===== src/rtl/dmg_timer_periph.sv =====
// DMG timer/divider (DIV/TIMA/TMA/TAC) bus responder with delayed TMA reload and overflow IRQ.
// Optional build macro TIMER_DIV_GLITCH_EN: DIV/TAC writes that drop the tick signal produce a spurious TIMA tick.
module dmg_timer_periph #(
    parameter logic [15:0] BASE_ADDR    = 16'hFF04,
    parameter int          RELOAD_DELAY = 4
) (
    input  logic        clk,
    input  logic        reset,
    input  logic        tick_en,
    input  logic [15:0] bus_addr,
    input  logic [7:0]  bus_wdata,
    input  logic        bus_we,
    input  logic        bus_re,
    output logic [7:0]  bus_rdata,
    output logic        bus_rvalid,
    output logic        irq_timer
);

    localparam int CNT_W = (RELOAD_DELAY > 1) ? $clog2(RELOAD_DELAY) : 1;

    typedef enum logic [1:0] {
        COUNT   = 2'd0,
        PENDING = 2'd1,
        RELOAD  = 2'd2
    } timerState_e;

    timerState_e      state, stateNext;
    logic [15:0]      sysCnt, sysCntNext;
    logic [7:0]       tima, timaNext;
    logic [7:0]       tma, tmaNext;
    logic [2:0]       tac, tacNext;
    logic [CNT_W-1:0] delayCnt, delayNext;
    logic             sigQ, sigQNext, sig, fallEdge;
    logic             irqNext;

    logic [15:0] offset;
    logic [1:0]  regSel;
    logic        inWindow;
    logic        wrDiv, wrTima, wrTma, wrTac;
    logic [7:0]  readVal;

    function automatic logic tickSig(input logic [15:0] cnt, input logic [2:0] ctl);
        logic b;
        case (ctl[1:0])
            2'b00:   b = cnt[9];
            2'b01:   b = cnt[3];
            2'b10:   b = cnt[5];
            default: b = cnt[7];
        endcase
        return b & ctl[2];
    endfunction

    // Wrapping subtraction folds both window bounds into one compare.
    assign offset   = bus_addr - BASE_ADDR;
    assign inWindow = (offset[15:2] == 14'd0);
    assign regSel   = offset[1:0];

    assign wrDiv  = bus_we && inWindow && (regSel == 2'd0);
    assign wrTima = bus_we && inWindow && (regSel == 2'd1);
    assign wrTma  = bus_we && inWindow && (regSel == 2'd2);
    assign wrTac  = bus_we && inWindow && (regSel == 2'd3);

    // NOTE: every signal written in always_comb gets a default first, so no path leaves it unassigned and no latch is inferred.
    always_comb begin
        sysCntNext = sysCnt;
        if (wrDiv)
            sysCntNext = 16'd0;
        else if (tick_en)
            sysCntNext = sysCnt + 16'd1;
        tmaNext = wrTma ? bus_wdata : tma;
        tacNext = wrTac ? bus_wdata[2:0] : tac;
    end

    assign sig      = tickSig(sysCnt, tac);
    assign fallEdge = sigQ & ~sig;

`ifdef TIMER_DIV_GLITCH_EN
    assign sigQNext = sig;
`else
    logic sigPost;
    assign sigPost  = tickSig(sysCntNext, tacNext);
    assign sigQNext = (wrDiv || wrTac) ? sigPost : sig;
`endif

    always_comb begin
        stateNext = state;
        timaNext  = tima;
        delayNext = delayCnt;
        irqNext   = 1'b0;
        case (state)
            COUNT: begin
                if (wrTima) begin
                    timaNext = bus_wdata;
                end else if (fallEdge) begin
                    if (tima == 8'hFF) begin
                        timaNext  = 8'h00;
                        stateNext = PENDING;
                        delayNext = CNT_W'(RELOAD_DELAY - 1);
                    end else begin
                        timaNext = tima + 8'd1;
                    end
                end
            end
            PENDING: begin
                if (wrTima) begin
                    timaNext  = bus_wdata;
                    stateNext = COUNT;
                end else if (tick_en) begin
                    if (delayCnt == '0)
                        stateNext = RELOAD;
                    else
                        delayNext = delayCnt - CNT_W'(1);
                end
            end
            RELOAD: begin
                timaNext  = tmaNext;
                irqNext   = 1'b1;
                stateNext = COUNT;
            end
            default: stateNext = COUNT;
        endcase
    end

    always_comb begin
        readVal = 8'h00;
        case (regSel)
            2'd0:    readVal = sysCnt[15:8];
            2'd1:    readVal = tima;
            2'd2:    readVal = tma;
            default: readVal = {5'b11111, tac};
        endcase
    end

    // NOTE: sequential state uses non-blocking assignments so every flop samples pre-edge values.
    always_ff @(posedge clk) begin
        if (reset) begin
            state      <= COUNT;
            sysCnt     <= 16'd0;
            tima       <= 8'h00;
            tma        <= 8'h00;
            tac        <= 3'd0;
            delayCnt   <= '0;
            sigQ       <= 1'b0;
            irq_timer  <= 1'b0;
            bus_rdata  <= 8'h00;
            bus_rvalid <= 1'b0;
        end else begin
            state      <= stateNext;
            sysCnt     <= sysCntNext;
            tima       <= timaNext;
            tma        <= tmaNext;
            tac        <= tacNext;
            delayCnt   <= delayNext;
            sigQ       <= sigQNext;
            irq_timer  <= irqNext;
            bus_rvalid <= bus_re && inWindow;
            bus_rdata  <= (bus_re && inWindow) ? readVal : 8'h00;
        end
    end

endmodule


===== config.mk =====
export PLATFORM = sky130hd
export DESIGN_NAME = dmg_timer_periph
export DESIGN_NICKNAME = d
export VERILOG_FILES = /design/src/rtl/dmg_timer_periph.sv
export SDC_FILE = /design/constraint.sdc
export NUM_CORES = 1
export LEC_CHECK = 0
export CORE_ASPECT_RATIO = 0.75
export CORE_MARGIN = 8
export CORE_UTILIZATION = 34
export DETAILED_ROUTE_END_ITERATION = 16
export PLACE_DENSITY_LB_ADDON = 0.08
export SLEW_MARGIN = 40
export SYNTH_ARGS = -nofsm -noshare
export SYNTH_HDL_FRONTEND = slang
export SYNTH_SLANG_ARGS = --single-unit

===== constraint.sdc =====
create_clock -name clk -period 5.8 [get_ports clk]
set_clock_uncertainty 0.05 [all_clocks]
set_input_delay 1.16 -clock clk [delete_from_list [all_inputs] [get_ports clk]]
set_output_delay 1.16 -clock clk [all_outputs]
set_load 0.05 [all_outputs]

==> results of run 1 <==
logic make-up after synthesis:
family,Yosys count
compound gates,79
xor+xnor,18
fa+ha+maj,6
buf+inv,33
flops,50
mux,21
simple gates,133
report_power, final:
group / total, mW / internal (mW) / switching, mW
sequential: 0.373 / 0.360 / 0.0123
clock: 0.296 / 0.160 / 0.136
combinational: 0.301 / 0.124 / 0.177
sequential cells by signal, indices dropped and copies added, names as in the netlist:
| signal | cells |
|---|---|
| delayCnt | 2 |
| bus_rdata | 8 |
| state | 2 |
| tma | 8 |
| irq_timer | 1 |
| tima | 8 |
| tac | 3 |
| sysCnt | 16 |
| sigQ | 1 |
| bus_rvalid | 1 |
per-stage QoR:
step	hold WS [ns]	worst slack, ns	cell area (µm²)	std cells
floorplan	0.3846	3.156	2969	340
global placement	0.4009	2.110	3374	468
detailed placement	0.4083	2.037	3374	468
CTS	0.4223	2.346	3521	476
global route	0.4428	2.073	3521	476
finish	0.4201	2.319	3521	476
cells in the final DEF (no fill, tap or decap), drive strengths merged, types with 3 or more instances in the layout:
| master | n |
|---|---|
| mux2 | 5 |
| clkbuf | 5 |
| dfxtp | 50 |
| inv | 13 |
| nor2b | 10 |
| o21ai | 12 |
| and3 | 9 |
| a221oi | 4 |
| clkdlybuf4s50 | 38 |
| ha | 6 |
| a31oi | 4 |
| o22ai | 5 |
| nor2 | 40 |
| xor2 | 8 |
| a21boi | 4 |
| mux2i | 13 |
| mux4 | 3 |
| a21oi | 13 |
| a211oi | 6 |
| nor3 | 8 |
| nand2b | 4 |
| nand3 | 10 |
| a311oi | 7 |
| xnor2 | 10 |
| o31ai | 3 |
| and4 | 7 |
| nand2 | 15 |
| nand4 | 11 |
layer usage:
metal / track usage (%) / vias up / wire length, µm
li1: - / 1323 / -
met1: 20.27 / 1263 / 4106
met2: 19.85 / 64 / 3583
met3: 3.426 / 6 / 518
met4: 3.467 / 0 / 93
met5: 0 / - / 0
worst paths after layout:
check / endpoint / slack, ns / from / cells after the start
worst max-delay path: tima[4]$_SDFFE_PP0P_ / 2.32 / bus_addr[0] / 5
worst min-delay path: delayCnt[0]$_SDFFE_PP0P_ / 0.42 / delayCnt[0]$_SDFFE_PP0P_ / 1
worst max register to register: tima[4]$_SDFFE_PP0P_ / 3.28 / state[1]$_SDFFE_PP0P_ / 7
worst min register to register: delayCnt[0]$_SDFFE_PP0P_ / 0.42 / delayCnt[0]$_SDFFE_PP0P_ / 1
worst register-to-register path, cell delays in order (launching register included):
cell	delay (ns)
dfxtp_1	0.31
inv_1	0.09
ha_1	0.51
nor3_1	0.18
nor3b_1	0.21
a22o_1	0.43
or2_0	0.44
a311oi_1	0.15
cell type report:
cell class	instances	area (µm²)	area share, %
Sequential cell	50	1001	28.43
Multi-Input combinational cell	257	1794	50.96
Timing Repair Buffer	40	395.4	11.23
Inverter	13	48.80	1.386
Tap cell	108	135.1	3.838
Clock buffer	5	125.1	3.554
Clock inverter	3	21.27	0.6041
==> summary.md, run 1 <==
| Metric | Value |
|---|---|
| Dominant synthesized flop cell | `dfxtp_1` |
| Starting Density | `35.12%` |
| Final setup vio count | `0` |
| Crit-path max FO | `14` |
| Status | `completed` |
| Crit path time final | `3.481 ns` |
| Mapped Cells | `340` |
| Required @ worst endpoint | `5.90 ns` |
| Router iterations before antenna repair | `4` |
| TritonCTS clock tree | `yes` |
| Post-DRT Antenna Nets | `0` |
| Synth-to-layout area growth | `18.58%` |
| Crit-path max cell delay | `0.84 ns` |
| First-pass GRT wire length | `13,390 µm` |
| Final Total Pwr | `0.9699 mW` |
| Avg WL per Cell | `17.44 µm` |
| Register bit total from synthesis | `50` |
| IO Port Bufs | `38` |
| Max cap viols | `0` |
| Setup bufs post-CTS | `0` |
| Largest net degree at the start of global routing | `32` |
| Synth Area in XOR/XNOR | `5.310%` |
| GP Congestion | `0.8062` |
| FP Rows | `29` |
| Largest family of logic cells by synthesized area | `simple AND/OR/NAND/NOR gates` |
| Syn_area_per_cell | `8.733 µm²` |
| Vias per cell | `5.580` |
| Slowest stage cell on the critical path | `clkdlybuf4s50_1` |
| Unrepaired setup endpoints after global routing | `false` |
| # clock sinks | `50` |
| Die Area | `12,010 µm²` |
| ANT cells | `0` |
| Top-count cell post-synth | `dfxtp_1` |
| PwrDens | `275.5 nW/µm²` |
| Leakage Power | `1.210 nW` |
| Mapped Area | `2969 µm²` |
| Clk_lat worst skew | `0.29 ns` |
| Synth warn | `0` |
| Relative slew margins | `53.04%` |
| Root buffer cell | `clkbuf_16` |
| DIE WIDTH | `123.9 µm` |
| Num CTS Buffers | `5` |
| Synth Area in Compound Gates | `18.79%` |
| Syn_nets | `375` |
| Peak supply drop | `0.0001485 V` |
| Core area | `8454 µm²` |
| GRT Util Overall | `13.94%` |
| DRT Wirelength | `8301 µm` |
| Io pins | `39` |
| Largest area contributor in the netlist | `dfxtp_1` |
| Post-synth top area share | `33.71%` |
| Via count | `2,656` |
| Final hold vios | `0` |
| Cell variety after synth | `66` |
| EDFF count, synth | `0` |
| Post-cts resize count | `0` |
| Setup TNS | `0 ns` |
| Htree depth | `2` |
| Synth top area cells | `dfxtp_1 34%, nor2_1 5.1%, mux2i_1 4.4%` |
| Final core utilization | `41.65%` |
| Worst Path Buf+Inv | `1` |
| Clk slew on worst S/H paths | `0.07 ns` |
| Sequential share of the synthesized area | `33.71%` |
| Synth top cells by count | `50 x dfxtp_1, 40 x nor2_1, 15 x nand2_1` |
| Worst-Margin Slew | `0.7029 ns` |
| Fill cell count | `877` |
| Fraction of layout cells with a size suffix above 1 | `8.152%` |
| Final net count | `402` |
| Crit path max-delay family | `simple AND/OR/NAND/NOR gates` |
| Number of global-route vias before repair | `2,491` |
| Initial antenna violation count | `0` |
| Gr ovfl total | `0` |
| Worst setup SP type | `input pin` |
| CP Capture Type | `register` |
| Drt initial violations | `212` |
| Worst EP arrival | `3.59 ns` |
| Max-slew violation count | `0` |
| CTS Hold Buffers Added | `0` |
| Simple-gate area share of the yosys netlist | `25.12%` |
| DR DRC count | `0` |
| FMAX | `287.2 MHz` |
| Mux contribution to synthesized area | `8.681%` |
| Hpwl dp | `6309 µm` |
| Ys async rst share | `0%` |
| Max clock buf depth | `2` |
| CP Class | `input pin to register` |
| Fin crit share | `60.03%` |
| Hold Path Class | `register to register` |
| Adder-Cell Fraction of Synth Area | `2.528%` |
| Critical-path cell list | `clkdlybuf4s50_1 > or2b_4 > nor3_2 > or2_0 > a311oi_1` |
| Die Height | `96.93 µm` |
Power figures use the tool's default switching activity.
==> run 2: changes to the inputs <==
==> constraint.sdc (replaced) <==
create_clock -name clk -period 2.85 [get_ports clk]
set_clock_uncertainty 0.05 [all_clocks]
set_input_delay 0.57 -clock clk [delete_from_list [all_inputs] [get_ports clk]]
set_output_delay 0.57 -clock clk [all_outputs]
set_load 0.05 [all_outputs]
==> run 2 against run 1 <==
Compared with the run above: cell area increased by 4.5%; highest routed layer unchanged; register-to-register slack worse by 2.7 ns; hold slack about the same; non-clock buffer count is 20 higher; global-route usage grew 0.91 points; utilization increased by 1.9 points; wire length increased by 4.1%; final cell count is 4.2% higher; worst setup slack worse by 1.9 ns; sequential share of layout area fell by 1.2 points.
==> summary.md, run 2 (synthesis results as in run 1) <==
| Metric | Value |
|---|---|
| Crit-path max cell delay | `0.47 ns (-0.37 ns)` |
| Synth-to-layout area growth | `23.98%` |
| ANT cells | `0 (unchanged)` |
| Peak supply drop | `0.0003131 V (+110%)` |
| Worst Path Buf+Inv | `2 (+1)` |
| Hold Path Class | `register to register` |
| Final setup vio count | `0 (unchanged)` |
| Router iterations before antenna repair | `4 (unchanged)` |
| Stages on the worst setup path | `7 (+2)` |
| FMAX | `408.0 MHz` |
| Final net count | `422 (+5.0%)` |
| Fill cell count | `855 (-2.5%)` |
| Leakage Power | `1.318 nW (+9.0%)` |
| Post-route cell area | `3681 µm² (+4.5%)` |
| Hold path depth | `1 (unchanged)` |
| GP Congestion | `0.8194 (+1.6%)` |
| Die Height | `96.93 µm (unchanged)` |
| Num CTS Buffers | `5 (unchanged)` |
| Worst-Margin Slew | `0.5079 ns (-0.1950 ns)` |
| Most common cell after layout, fill and taps aside | `dfxtp_1` |
| Post-DRT Antenna Nets | `0 (unchanged)` |
| Relative slew margins | `66.03% (+13 points)` |
| Worst EP arrival | `2.60 ns (-0.99 ns)` |
| PwrDens | `554.0 nW/µm² (+100%)` |
| Final core utilization | `43.54% (+1.9 points)` |
| Max clock buf depth | `2 (unchanged)` |
| Slowest stage cell on the critical path | `and4_1` |
| Avg WL per Cell | `17.42 µm (-0.11%)` |
| Status | `completed` |
| Largest net degree at the start of global routing | `17 (-47%)` |
| Fraction of layout cells with a size suffix above 1 | `12.89% (+4.7 points)` |
| Root buffer cell | `clkbuf_16` |
| Hpwl dp | `6569 µm (+4.1%)` |
| Die Area | `12,010 µm² (unchanged)` |
| Setup TNS | `0 ns (unchanged)` |
| Fin crit share | `85.99%` |
| Final hold vios | `0 (unchanged)` |
| Initial antenna violation count | `0 (unchanged)` |
| GRT Util Overall | `14.85% (+0.91 points)` |
| Final hold slack | `0.4199 ns (-0.0002140 ns)` |
| Most frequent cells in the layout | `50 x dfxtp_1, 40 x nor2_1, 38 x clkdlybuf4s50_1` |
| Drt initial violations | `168 (-21%)` |
| Vias per cell | `5.458 (-2.2%)` |
| Max-slew violation count | `0 (unchanged)` |
| Placed cell areas | `3525 µm² (+4.4%)` |
| Core area | `8454 µm² (unchanged)` |
| Most flops, register | `sysCnt` |
| Clk slew on worst S/H paths | `0.07 ns (about the same)` |
| CP Capture Type | `register` |
| IO Port Bufs | `38 (unchanged)` |
| Io pins | `39 (unchanged)` |
| CTS Hold Buffers Added | `0 (unchanged)` |
| Crit-path max FO | `10 (-4)` |
| DRT Wirelength | `8640 µm (+4.1%)` |
| Worst setup SP type | `input pin` |
| # clock sinks | `50 (unchanged)` |
| TritonCTS clock tree | `yes` |
| Reg2reg path depth | `8 (+1)` |
| Required @ worst endpoint | `3.00 ns (-2.90 ns)` |
| Max cap viols | `0 (unchanged)` |
| Post-cts resize count | `0 (unchanged)` |
| Setup bufs post-CTS | `0 (unchanged)` |
| FP Rows | `29 (unchanged)` |
| First-pass GRT wire length | `14,160 µm (+5.8%)` |
| Via count | `2,707 (+1.9%)` |
| Crit path time final | `2.451 ns` |
| DIE WIDTH | `123.9 µm (unchanged)` |
| Clk_lat worst skew | `0.30 ns (about the same)` |
| Crit path max-delay family | `simple AND/OR/NAND/NOR gates` |
| Max reg flops | `16 (unchanged)` |
| Critical-path cell list | `clkdlybuf4s50_1 > nor4b_4 > and4_1 > buf_4 > nand4_1 > and3_1 > o32ai_1` |
| Final Total Pwr | `2.039 mW (+110%)` |
| Number of global-route vias before repair | `2,686 (+7.8%)` |
| Unrepaired setup endpoints after global routing | `false` |
| Starting Density | `35.12% (unchanged)` |
| Area occupied by multi-input gates | `1794 µm² (unchanged)` |
| Htree depth | `2 (unchanged)` |
| Gr ovfl total | `0 (unchanged)` |
| CP Class | `input pin to register` |
| DR DRC count | `0 (unchanged)` |
| Register area | `1001 µm² (unchanged)` |
run 2: cell types whose count changed in the layout (fill, tap and decap cells not counted), sizes merged:
cell | before | now
buf | 2 | 22
clkbuf | 5 | 6
clkinvlp | 1 | 0
run 2: stage by stage:
stage               std cells  setup slack [ns]
finish                    496            0.3993
global route              496            0.2899
CTS                       496            0.4081
detailed placement        488            0.1235
global placement          488            0.2155
floorplan                 340            0.7962
run 2: path summary, 6_finish.rpt:
kind	start	slack, ns	endpoint
setup / recovery	bus_addr[3]	0.40	tima[1]$_SDFFE_PP0P_
hold / removal	delayCnt[0]$_SDFFE_PP0P_	0.42	delayCnt[0]$_SDFFE_PP0P_
hold reg to reg	delayCnt[0]$_SDFFE_PP0P_	0.42	delayCnt[0]$_SDFFE_PP0P_
setup reg to reg	state[0]$_SDFFE_PP0P_	0.60	tima[6]$_SDFFE_PP0P_
run 2: power by group:
| part | switching (mW) | total, mW | internal, mW | leakage [nW] |
|---|---|---|---|---|
| sequential | 0.0245 | 0.758 | 0.733 | 0.403 |
| clock | 0.281 | 0.634 | 0.353 | 0.0770 |
| combinational | 0.366 | 0.647 | 0.282 | 0.838 |
run 2: final cells by class:
type | instances | share of cell area [%]
Multi-Input combinational cell | 257 | 48.74
Sequential cell | 50 | 27.19
Timing Repair Buffer | 60 | 14.82
Clock buffer | 6 | 3.773
Tap cell | 108 | 3.671
Inverter | 13 | 1.326
Clock inverter | 2 | 0.4759
run 2: per-layer routing:
layer  global-route usage (%)  vias up  part of all wire, %
met5                        0        -                    0
met4                    3.650        0                 0.79
met3                    3.775        9                  6.8
met2                    22.04       74                   43
met1                    20.79     1266                   49
li1                         -     1358                    -
==> variant, RTL diff (config.mk and constraints of run 2) <==
Put one more register stage on the output `bus_rvalid`, without a reset. The value now appears one clock later. The other outputs are not delayed to match.
--- a/src/rtl/dmg_timer_periph.sv
+++ b/src/rtl/dmg_timer_periph.sv
@@ -23,6 +23,8 @@
         PENDING = 2'd1,
         RELOAD  = 2'd2
     } timerState_e;
+
+    logic bus_rvalid_s0;
 
     timerState_e      state, stateNext;
     logic [15:0]      sysCnt, sysCntNext;
@@ -143,7 +145,7 @@
             sigQ       <= 1'b0;
             irq_timer  <= 1'b0;
             bus_rdata  <= 8'h00;
-            bus_rvalid <= 1'b0;
+            bus_rvalid_s0 <= 1'b0;
         end else begin
             state      <= stateNext;
             sysCnt     <= sysCntNext;
@@ -153,10 +155,14 @@
             delayCnt   <= delayNext;
             sigQ       <= sigQNext;
             irq_timer  <= irqNext;
-            bus_rvalid <= bus_re && inWindow;
+            bus_rvalid_s0 <= bus_re && inWindow;
             bus_rdata  <= (bus_re && inWindow) ? readVal : 8'h00;
         end
     end
 
+    always_ff @(posedge clk) begin
+        bus_rvalid <= bus_rvalid_s0;
+    end
+
 endmodule
 
Behaviour: not the same (a bounded check fails within 4 cycles, from zero or initial values and one cycle with reset high).
==> variant against run 2 <==
Sequential cell count up 1. Via count down 1.9%. Clock power up 25%. Synthesized area up 0.67%. Power up 8.0%. Non-clock buffer count down 1. Combinational power down 1%. Cell area up 1.3%. Sequential power up 2%. Routed wire length down 0.34%. Cell count unchanged. Setup slack better by 0.041 ns. Critical path type unchanged. Largest power group is now the clock network.
==> variant: results (changes against run 2) <==
\begin{tabular}{lr}
\hline
Metric & Value \\
\hline
\multicolumn{2}{l}{\textbf{GRT}} \\
\quad Met2 demand-to-capacity share in global routing & 21.1\% (-0.94 points) \\
\quad Pin count of the biggest net entering global routing & 25 (+8) \\
\quad Met3 track utilization from global routing & 3.16\% (-0.61 points) \\
\quad All-Layer GR Usage & 14.1\% (-0.71 points) \\
\quad Global-route wire length before repair & 14000 um (-1.2\%) \\
\quad Routing usage on met1 & 19.8\% (-1.0 points) \\
\multicolumn{2}{l}{\textbf{Place}} \\
\quad Post-DP HPWL & 6760 um (+3.0\%) \\
\quad Global placement routability congestion & 0.827 (+0.95\%) \\
\multicolumn{2}{l}{\textbf{Timing}} \\
\quad Part of the cycle the worst path needs & 84.6\% (-1.4 points) \\
\quad Max transition margin & 66.0\% (about the same) \\
\multicolumn{2}{l}{\textbf{Logic synthesis}} \\
\quad Area contributors post-synth & sky130\_fd\_sc\_hd\_\_dfxtp\_1 34\%, sky130\_fd\_sc\_hd\_\_nor2\_1 5.0\%, sky130\_fd\_sc\_hd\_\_mux2i\_1 4.4\%, sky130\_fd\_sc\_hd\_\_xnor2\_1 2.9\%, sky130\_fd\_sc\_hd\_\_ha\_1 2.5\% \\
\quad Post-synth net total & 376 (+0.27\%) \\
\quad Seq/Total Area, Yosys & 34.2\% (+0.44 points) \\
\multicolumn{2}{l}{\textbf{Detailed routing}} \\
\quad DRT iter0 DRCs & 303 (+80\%) \\
\quad Met3 WL & 449 um (-24\%) \\
\quad Wire length per cell & 17.4 um (-0.34\%) \\
\quad Pre-Repair DR Iteration Count & 6 (+2) \\
\quad Detailed-routing wirelength on met1 & 4380 um (+3.6\%) \\
\multicolumn{2}{l}{\textbf{Pwr}} \\
\quad Combinational logic power & 0.640 mW (-1\%) \\
\quad Cell internal power dissipation & 1.52 mW (+11\%) \\
\quad Reg power frac & 35.0\% (-2.2 points) \\
\quad Largest vdd supply drop & 0.459 mV (+47\%) \\
\quad Leakage power & 1.34 nW (+1.3\%) \\
\multicolumn{2}{l}{\textbf{Finish}} \\
\quad Ratio of cells with drive above 1 in the final layout & 12.6\% (-0.26 points) \\
\quad Total of fill cells in the finished design & 878 (+2.7\%) \\
\multicolumn{2}{l}{\textbf{Run status}} \\
\quad Status & finished, final reports clean \\
\multicolumn{2}{l}{\textbf{Setup path}} \\
\quad Biggest cell delay along the critical path & 0.49 ns (+0.02 ns) \\
\hline
\end{tabular}
[variant: cell count changes in the layout (fill, tap and decap cells not counted), sizes merged]
cell      change
clkinvlp      +1
clkinv        -2
dfxtp         +1
buf           -1
bufinv        +2
clkbuf        -1
[variant: stage by stage]
step           util, %  total power, mW  worst slack, ns  cells
2_1_floorplan        -             1.25            0.796    341
3_3_place_gp      41.7             1.42            0.230    488
3_5_place_dp      41.7             1.42            0.170    488
4_1_cts           43.9             2.22            0.471    496
5_1_grt           43.9             2.33            0.302    496
6_report          43.9             2.20            0.440    496
[variant: worst reg2reg max path: cells and delay by family, from the launching register on]
| family | cells | cell delay [ns] |
|---|---|---|
| buffers and inverters | 2 | 0.23 |
| adders and majority gates | 1 | 0.26 |
| DFF | 1 | 0.33 |
| AOI/OAI and AO/OA | 2 | 0.54 |
| and+or+nand+nor | 3 | 0.84 |
[variant: area by class of cell]
cell class | instances | area share, %
Clock buffer | 5 | 3.35
Multi-Input combinational cell | 257 | 48.1
Clock inverter | 3 | 1.81
Inverter | 13 | 1.31
Timing Repair Buffer | 59 | 14.4
Sequential cell | 51 | 27.4
Tap cell | 108 | 3.62
[variant: path summary, 6_finish.rpt]
kind	start	end	slack, ns	depth (start not counted)
max	bus_addr[3]	tima[0]	0.44	7
min	bus_rvalid_s0	bus_rvalid	0.28	0
max reg2reg	state[0]	tima[4]	0.51	8
min reg2reg	bus_rvalid_s0	bus_rvalid	0.28	0
[variant: kinds of logic after synthesis]
| kind of cell | share of synthesized area, % |
|---|---|
| buffers and inverters | 5.82 |
| flip-flops | 34.2 |
| AND/OR/NAND/NOR | 24.9 |
| multiplexers | 8.62 |
| adder cells (fa/ha/maj) | 2.51 |
| AO/OA/AOI/OAI | 18.7 |
| XOR/XNOR | 5.27 |
